`config.mk`:
```
export PLATFORM = sky130hd
export DESIGN_NAME = adder_self_check
export DESIGN_NICKNAME = d
export VERILOG_FILES = /design/src/rtl/adder_self_check.sv
export SDC_FILE = /design/constraint.sdc
export NUM_CORES = 1
export LEC_CHECK = 0
export ABC_AREA = 1
export BUFFER_PORTS_ARGS = -buffer_cell sky130_fd_sc_hd__clkbuf_2
export CAP_MARGIN = 0
export CORE_MARGIN = 5
export CORE_UTILIZATION = 35
export CTS_CLUSTER_DIAMETER = 50
export CTS_CLUSTER_SIZE = 40
export DETAILED_ROUTE_END_ITERATION = 12
export GPL_TIMING_DRIVEN = 1
export SETUP_SLACK_MARGIN = 0.05
export SYNTH_ARGS = -nofsm -noshare
export SYNTH_HDL_FRONTEND = slang
export SYNTH_SLANG_ARGS = --single-unit
```
`constraint.sdc`:
```
create_clock -name clk -period 1.7 [get_ports clk]
set_input_delay 0.34 -clock clk [delete_from_list [all_inputs] [get_ports clk]]
set_output_delay 0.34 -clock clk [all_outputs]
set_load 0.01 [all_outputs]
```
`src/rtl/adder_self_check.sv`:
```
// -----------------------------------------------------------------------------
// adder_self_check
//
// Built-in self-test engine for the 1-bit full adder my_adder. It drives the
// adder inputs through all eight combinations. For each one it waits a settle
// time, samples the adder response and compares it against the full-adder
// truth computed here. At the end it reports pass/fail, a saturating error
// count and the index of the first failing vector.
//
// Parameters:
//   SETTLE_CYCLES - clock cycles between applying a vector and sampling the
//                   response; 0 removes the settle state entirely
//   CNT_W         - width of the settle counter (SETTLE_CYCLES < 2**CNT_W)
//   ERR_W         - width of err_count (>= 4 so eight errors fit)
//
// Ports:
//   clk       in   system clock, rising edge
//   rst       in   synchronous active-high reset
//   start     in   level; starts a run when sampled in IDLE or DONE
//   X, Y      out  adder operands (registered)
//   C_in      out  adder carry-in (registered)
//   Z         in   adder sum response
//   C_out     in   adder carry response
//   busy      out  high while a run is in progress
//   done      out  high in DONE until the next start or reset
//   pass      out  valid with done; 1 when no vector mismatched
//   err_count out  number of mismatching vectors, saturating
//   fail_vec  out  index of the first failing vector, 0 if none
//
// Build option:
//   ADDER_CHK_STOP_ON_FAIL_EN - when defined, the first mismatch ends the run
//   immediately. X/Y/C_in then keep the failing vector so it can be probed.
// -----------------------------------------------------------------------------
module adder_self_check #(
  parameter int SETTLE_CYCLES = 2,
  parameter int CNT_W         = 4,
  parameter int ERR_W         = 4
) (
  input  logic             clk,
  input  logic             rst,
  input  logic             start,
  output logic             X,
  output logic             Y,
  output logic             C_in,
  input  logic             Z,
  input  logic             C_out,
  output logic             busy,
  output logic             done,
  output logic             pass,
  output logic [ERR_W-1:0] err_count,
  output logic [2:0]       fail_vec
);

  typedef enum logic [2:0] {
    S_IDLE,
    S_APPLY,
    S_SETTLE,
    S_CHECK,
    S_DONE
  } state_t;

  // Last counter value spent in SETTLE. When SETTLE_CYCLES is 0 this wraps,
  // but SETTLE is never entered in that case.
  localparam logic [CNT_W-1:0] SETTLE_LAST = CNT_W'(SETTLE_CYCLES - 1);

  state_t           state;
  state_t           state_nxt;
  logic [2:0]       v;
  logic [CNT_W-1:0] cnt;
  logic             first_fail;
  logic             exp_z;
  logic             exp_c;
  logic             mismatch;

  // Reference full adder, evaluated on the operands actually being driven.
  assign exp_z    = X ^ Y ^ C_in;
  assign exp_c    = (X & Y) | (X & C_in) | (Y & C_in);
  assign mismatch = (Z != exp_z) || (C_out != exp_c);

  // Status flags decode straight from the state. pass therefore needs no
  // separate register and can never be stale.
  assign busy = (state == S_APPLY) || (state == S_SETTLE) || (state == S_CHECK);
  assign done = (state == S_DONE);
  assign pass = done && (err_count == '0);

  // Next-state logic. IDLE and DONE accept start identically, so a finished
  // run can be relaunched without going through reset.
  always_comb begin
    state_nxt = state;
    case (state)
      S_IDLE: begin
        if (start) state_nxt = S_APPLY;
      end
      S_APPLY: begin
        state_nxt = (SETTLE_CYCLES == 0) ? S_CHECK : S_SETTLE;
      end
      S_SETTLE: begin
        if (cnt == SETTLE_LAST) state_nxt = S_CHECK;
      end
      S_CHECK: begin
        if (v == 3'd7) state_nxt = S_DONE;
        else           state_nxt = S_APPLY;
`ifdef ADDER_CHK_STOP_ON_FAIL_EN
        if (mismatch) state_nxt = S_DONE;
`endif
      end
      S_DONE: begin
        if (start) state_nxt = S_APPLY;
      end
      default: state_nxt = S_IDLE;
    endcase
  end

  // Datapath registers. The operands load at the end of APPLY, so the adder
  // sees the new vector for the whole settle window. The results change only
  // in CHECK or on a new start, which keeps them readable at any time.
  always_ff @(posedge clk) begin
    if (rst) begin
      state      <= S_IDLE;
      v          <= 3'd0;
      cnt        <= '0;
      first_fail <= 1'b0;
      X          <= 1'b0;
      Y          <= 1'b0;
      C_in       <= 1'b0;
      err_count  <= '0;
      fail_vec   <= 3'd0;
    end else begin
      state <= state_nxt;
      case (state)
        S_IDLE, S_DONE: begin
          if (start) begin
            v          <= 3'd0;
            err_count  <= '0;
            fail_vec   <= 3'd0;
            first_fail <= 1'b0;
          end
        end
        S_APPLY: begin
          X    <= v[0];
          Y    <= v[1];
          C_in <= v[2];
          cnt  <= '0;
        end
        S_SETTLE: begin
          cnt <= cnt + 1'b1;
        end
        S_CHECK: begin
          if (mismatch) begin
            if (err_count != '1) err_count <= err_count + 1'b1;
            if (!first_fail) begin
              fail_vec   <= v;
              first_fail <= 1'b1;
            end
          end
          if (v != 3'd7) v <= v + 3'd1;
        end
        default: ;
      endcase
    end
  end

endmodule
```
==> flow_summary.yaml, run 1 <==
routing:
  drt_iter0_markers: 59
  ant_nets: 0
  vias_per_cell: 4.77
  drcViolationCount: 0
  vias: 1064
  totalWireLength_um: 2490
  wire_per_inst_um: 11.2
  first_pass_iters: 4
power_and_ir_drop:
  p_sw_uw: 613
  p_int_uw: 910
  seqPwrFrac_pct: 44.1
  clkPwrFrac_pct: 16.2
  pwr-share-comb_pct: 39.7
  p_leak_uw: 0.000609
  sw_frac_of_total_pct: 40.2
  p_per_area_nw_per_um2: 1130
  irDropWorstVdd_mv: 0.375
setup_path:
  arrival_ns: 1.86
  startpoint_type: "flip-flop"
  r2r_setup_slack_ns: 0.05
  crit_path_end_kind: "flip-flop"
  r2r-end: "fail_vec[2]$_SDFFE_PP0P_"
  cp_data_required_time_ns: 1.91
  critPathKind: "reg -> reg"
  reg2reg_from: "X$_SDFFE_PP0P_"
  reg2reg_depth: 6
  cp_max_fo: 10
placement:
  place_ws_ns: -0.0155
  dp.cells: 218
  gp_congestion: 0.778
  numPortBuffers: 17
  dpl.hpwl_um: 1910
timing:
  min_period_ns: 1.65
  hold_violations: 0
  period_share_pct: 97.1
  setup_slack_ns: 0.0499
  max_slew_margin_pct: 77.8
  slew_viol_final: 0
  finalSetupViolCount: 0
  fin_setup_tns_ns: 0
  grt_setup_unrepaired: "true"
  worst_slew_pin_slew_ns: 0.332
  finClkSkew_ns: 0.00302
  timing.fmax_ghz: 0.606
synthesis:
  syn_inst: 159
  syn_area_um2: 1140
  ys_seq_area_share_pct: 36.9
  syn_area_per_cell_um2: 7.16
  synth_flop_cell: "dfxtp_1"
  yosys.area_share.simple_pct: 32.7
  synth_edf_count: 0
  ys_ff_latch: 21
  synth_common_cells: "34 x nand2_1, 21 x dfxtp_1, 21 x inv_1"
  synthArstFlopShare_pct: 0
  synth_top_area_share_pct: 36.9
  yosysMostFrequentCell: "nand2_1"
  synth_xor_area_share_pct: 0.769
  ys.warnings.count: 0
  synth_top_cells_by_area: "dfxtp_1 37%, nand2_1 11%, a21oi_1 7.0%"
  synthMuxAreaShare_pct: 0
  synth_top_family_by_area: "simple AND/OR/NAND/NOR gates"
  synthAdderAreaFrac_pct: 8.35
  synth_area_leader_cell: "dfxtp_1"
  ys_types: 26
  synth_nets: 171
  synth_compound_area_share_pct: 10.5
status:
  status: "finished clean"
die:
  start_util_pct: 37.0
  rows: 20
  fp.dieW_um: 67.0
  coreArea_um2: 3080
  die-area_um2: 4490
  chipHeight_um: 67.0
  ios: 18
clocking:
  cts_tree: "built"
  cts_root_buf: "clkbuf_4"
  clk_pin_slew_ns: 0.12
  h-tree-depth: 1
  clock_latency_ns: 0.30
  clock-sinks: 21
  cts_made_buffers: 3
  clockBufferDepth: 2
  cts_hold_buf: 0
final_layout:
  fin_cells: 223
  fin_nets: 192
  areaGrowthSynthToFinish_pct: 18.6
  drive_gt1_share_pct: 26.3
  antenna_cells: 0
job:
  cap_violations: 0
min_path:
  hold_path.startpoint: "start"
  hp-class: "in -> reg"
  hold-path-cell-count: 4
  holdPathEnd: "first_fail$_SDFFE_PP0P_"
global_routing:
  antenna_found_initial: 0
  globalRouteOverflowTotal: 0
  grt_pass1_wl_um: 4170
  grtUsageTotal_pct: 12.0
  grt_pass1_vias: 1006
  grt_max_degree: 12
## logic make-up after synthesis
kind of cell             count (synthesis)
AO/OA/AOI/OAI                           23
XOR/XNOR                                 1
adder cells (fa/ha/maj)                  7
buffers and inverters                   28
flip-flops                              21
AND/OR/NAND/NOR                         79
## power by group through the flow
stage          Clock, µW  Sequential, µW  Combinational, µW
2_1_floorplan          0             675                388
3_3_place_gp           0             660                549
3_5_place_dp           0             667                560
4_1_cts              258             666                569
6_report             246             671                604
5_1_grt              277             683                687
## placed cells by master (no fill, tap or decap)
cell type | synthesis | routed
nor3_1 | 2 | 2
o22ai_1 | 2 | 2
clkbuf_4 | 0 | 3
a21oi_2 | 0 | 2
dfxtp_1 | 21 | 15
nand2_4 | 1 | 1
a21oi_1 | 16 | 14
ha_1 | 6 | 6
nor3b_1 | 1 | 1
fa_1 | 1 | 1
buf_4 | 0 | 2
nor2_1 | 16 | 16
dfxtp_2 | 0 | 6
a211oi_1 | 1 | 1
nand3_2 | 3 | 4
buf_12 | 0 | 1
nand4_1 | 1 | 1
nor4_2 | 0 | 1
xnor2_2 | 0 | 1
buf_2 | 1 | 1
inv_1 | 21 | 21
clkbuf_1 | 1 | 1
inv_2 | 3 | 3
nand2_1 | 34 | 33
nand2_2 | 3 | 4
o21ai_0 | 4 | 4
nand3_1 | 14 | 13
nand3b_1 | 1 | 1
nor2_4 | 1 | 2
clkbuf_2 | 0 | 16
## area by class of cell
class	count	area, µm²
Timing Repair Buffer	20	120
Fill cell	332	1730
Sequential cell	21	428
Clock buffer	4	26.3
Inverter	24	90.1
Multi-Input combinational cell	110	631
Tap cell	44	55.1
## timing repair
item                       4_1_cts  5_1_grt
pin swaps                        1        3
gates resized for setup          4       10
hold endpoints to repair         0        0
buffers inserted                 1        0
setup endpoints to repair        8        9
## state kept, by name (all words and copies together) (netlist names)
name        count
cnt             4
err_count       4
fail_vec        3
state           3
v               3
C_in            1
X               1
Y               1
first_fail      1
## worst max path at each step
stage                          startpoint                   endpoint  slack [ns]  depth (start not counted)
floorplan                  Y$_SDFFE_PP0P_   fail_vec[2]$_SDFFE_PP0P_        0.13                          6
global placement           X$_SDFFE_PP0P_  err_count[0]$_SDFFE_PP0P_        0.05                          7
detailed placement         Y$_SDFFE_PP0P_  err_count[0]$_SDFFE_PP0P_       -0.02                          7
CTS                 state[0]$_SDFFE_PP0P_                       pass       0.008                          4
global route               X$_SDFFE_PP0P_   fail_vec[1]$_SDFFE_PP0P_       -0.05                          7
finish                     X$_SDFFE_PP0P_   fail_vec[2]$_SDFFE_PP0P_        0.05                          6
## worst max-delay path, cell delays in order (launching register included)
cell	delay [ns]
dfxtp_2	0.35
fa_1	0.59
xnor2_2	0.14
nand3_2	0.13
buf_12	0.17
a21oi_1	0.13
nor2_1	0.06
## routing by layer
layer	vias up	routed length, µm	track usage [%]
li1	549	-	-
met4	0	19	3.04
met3	2	98	3.54
met2	19	1300	22.3
met1	494	1080	13.1
met5	-	0	0
## per-stage QoR
stage	power [µW]	hold slack [ns]	utilization [%]	cell area, µm²
detailed placement	1230	0.459	41.0	1260
floorplan	1060	0.437	-	1140
CTS	1490	0.323	42.8	1320
finish	1520	0.339	43.9	1350
global placement	1210	0.452	41.0	1260
global route	1650	0.362	43.9	1350
No activity file was read; power rests on OpenSTA's default activity.
==> inputs of run 2 (changes only) <==
==> constraint.sdc (replaced) <==
create_clock -name clk -period 1.96 [get_ports clk]
set_input_delay 0.392 -clock clk [delete_from_list [all_inputs] [get_ports clk]]
set_output_delay 0.392 -clock clk [all_outputs]
set_load 0.01 [all_outputs]
==> run 2 against run 1 <==
- global-route usage decreased by 0.42 points
- design area is 4.7% lower
- combinational power fell by 22%
- flip-flop and latch count unchanged
- register-to-register slack better by 0.18 ns
- power shrank 18%
- setup slack improved by 0.15 ns
- utilization fell by 2.1 points
- first-iteration DRC count fell by 15%
- clock power down 15%
- critical path type is now reg -> out
==> flow_summary.yaml, run 2 (synthesis gave the netlist of run 1 again) <==
status:
  status: "finished clean"
final_layout:
  final_common_cell: "nand2_1"
  final_area_um2: 1290
  mostFrequentLayoutCells: "34 x nand2_1, 21 x dfxtp_1, 21 x inv_1, 17 x clkbuf_2"
  areaGrowthSynthToFinish_pct: 13.0
  antenna_cells: 0
  reg_top3: "cnt x4, err_count x4"
  drive_gt1_share_pct: 18.6
  fin_nets: 190
  nFillCells: 336
  final_util_pct: 41.8
die:
  coreArea_um2: 3080
  die-area_um2: 4490
  rows: 20
  fp.dieW_um: 67.0
  chipHeight_um: 67.0
  ios: 18
  start_util_pct: 37.0
timing:
  max_slew_margin_pct: 77.9
  hold_violations: 0
  fin_setup_tns_ns: 0
  finalSetupViolCount: 0
  period_share_pct: 89.9
  worst_slew_pin_slew_ns: 0.330
  grt_setup_unrepaired: "false"
  whs_ns: 0.376
  setup_slack_ns: 0.198
  finClkSkew_ns: 0.00136
  slew_viol_final: 0
  timing.fmax_ghz: 0.568
  min_period_ns: 1.76
power_and_ir_drop:
  p_int_uw: 753
  p_per_area_nw_per_um2: 974
  seqPwrFrac_pct: 45.8
  irDropWorstVdd_mv: 0.447
  p_sw_uw: 500
  pwr-share-comb_pct: 37.6
  clkPwrFrac_pct: 16.6
  sw_frac_of_total_pct: 39.9
  p_leak_uw: 0.000581
setup_path:
  reg2reg_depth: 7
  path_buf_inv: 3
  critPathMaxStageDelay_ns: 0.38
  cp_cell_sequence: "inv_1 -> ha_1 -> inv_1 -> nor4_1 -> clkbuf_2"
  critPathKind: "reg -> out"
  cp_data_required_time_ns: 1.57
  crit_family: "flip-flops"
  slowest_stage: "dfxtp_1"
  crit_path_end_kind: "output pin"
  cp_common_cell: "inv_1"
  r2r-end: "err_count[3]$_SDFFE_PP0P_"
  reg2reg_from: "X$_SDFFE_PP0P_"
  arrival_ns: 1.37
  startpoint_type: "flip-flop"
  cp_max_fo: 6
  r2r_setup_slack_ns: 0.23
clocking:
  cts_hold_buf: 0
  clock-sinks: 21
  h-tree-depth: 1
  cts_made_buffers: 3
  clock_latency_ns: 0.30
  clockBufferDepth: 2
  cts_tree: "built"
  cts_root_buf: "clkbuf_4"
  clk_pin_slew_ns: 0.11
routing:
  drt_iter0_markers: 50
  drcViolationCount: 0
  ant_nets: 0
  vias: 1020
  totalWireLength_um: 2320
  vias_per_cell: 4.62
  first_pass_iters: 4
  wire_per_inst_um: 10.5
global_routing:
  grt_pass1_vias: 958
  grt_max_degree: 12
  grt_pass1_wl_um: 4020
  globalRouteOverflowTotal: 0
  grtUsageTotal_pct: 11.6
  antenna_found_initial: 0
min_path:
  hp-class: "in -> reg"
  hold-path-cell-count: 4
  hold_path.startpoint: "start"
  holdPathEnd: "first_fail$_SDFFE_PP0P_"
placement:
  place_ws_ns: 0.252
  gp_congestion: 0.856
  numPortBuffers: 17
  dpl.hpwl_um: 1790
  post_dp_cell_area_um2: 1250
job:
  cap_violations: 0
[run 2: cell types whose count changed in the layout (fill, tap and decap cells not counted), sizes merged]
cell / change
clkbuf: +1
buf: -3
[run 2: worst max path at each step]
stage                                   start                         to  slack, ns  cells after the start
floorplan                      Y$_SDFFE_PP0P_   fail_vec[2]$_SDFFE_PP0P_       0.39                      6
detailed placement             X$_SDFFE_PP0P_  err_count[3]$_SDFFE_PP0P_       0.25                      7
global route        err_count[0]$_SDFFE_PP0P_                       pass       0.07                      5
CTS                     state[0]$_SDFFE_PP0P_                       pass       0.17                      4
finish              err_count[0]$_SDFFE_PP0P_                       pass       0.20                      5
global placement               X$_SDFFE_PP0P_  err_count[0]$_SDFFE_PP0P_       0.30                      7
[run 2: power groups by stage]
stage | Sequential, µW | Clock [µW] | Combinational [µW]
floorplan | 585 | 0 | 337
global placement | 573 | 0 | 464
detailed placement | 580 | 0 | 467
CTS | 571 | 221 | 472
global route | 587 | 248 | 539
finish | 574 | 209 | 471
[run 2: area by class of cell]
class / count / area [µm²] / share of cell area, %
multi-input cells: 110 / 602 / 46.8
flip-flops and latches: 21 / 420 / 32.7
repair buffers: 18 / 92.6 / 7.20
inverters: 24 / 90.1 / 7.00
well taps: 44 / 55.1 / 4.28
clock buffers: 4 / 26.3 / 2.04
[run 2: worst min-delay path: stages]
cell and delay (ns):
clkbuf_2 0.09, nand2_1 0.07, nand2_1 0.06, nor2_1 0.03
[run 2: repair_timing]
action	4_1_cts	5_1_grt
endpoints found under the setup margin	0	1
buffers inserted	0	0
gates resized for setup	0	1
[run 2: routing by layer]
metal	global-route usage, %	wire, µm	vias up
met2	21.0	1150	14
met3	3.54	89	2
met4	2.28	15	0
met1	13.3	1070	461
met5	0	0	-
li1	-	-	543
[run 2: through the flow]
step / power [µW] / cells
finish: 1250 / 221
global route: 1370 / 221
CTS: 1260 / 221
detailed placement: 1050 / 217
global placement: 1040 / 217
floorplan: 922 / 159
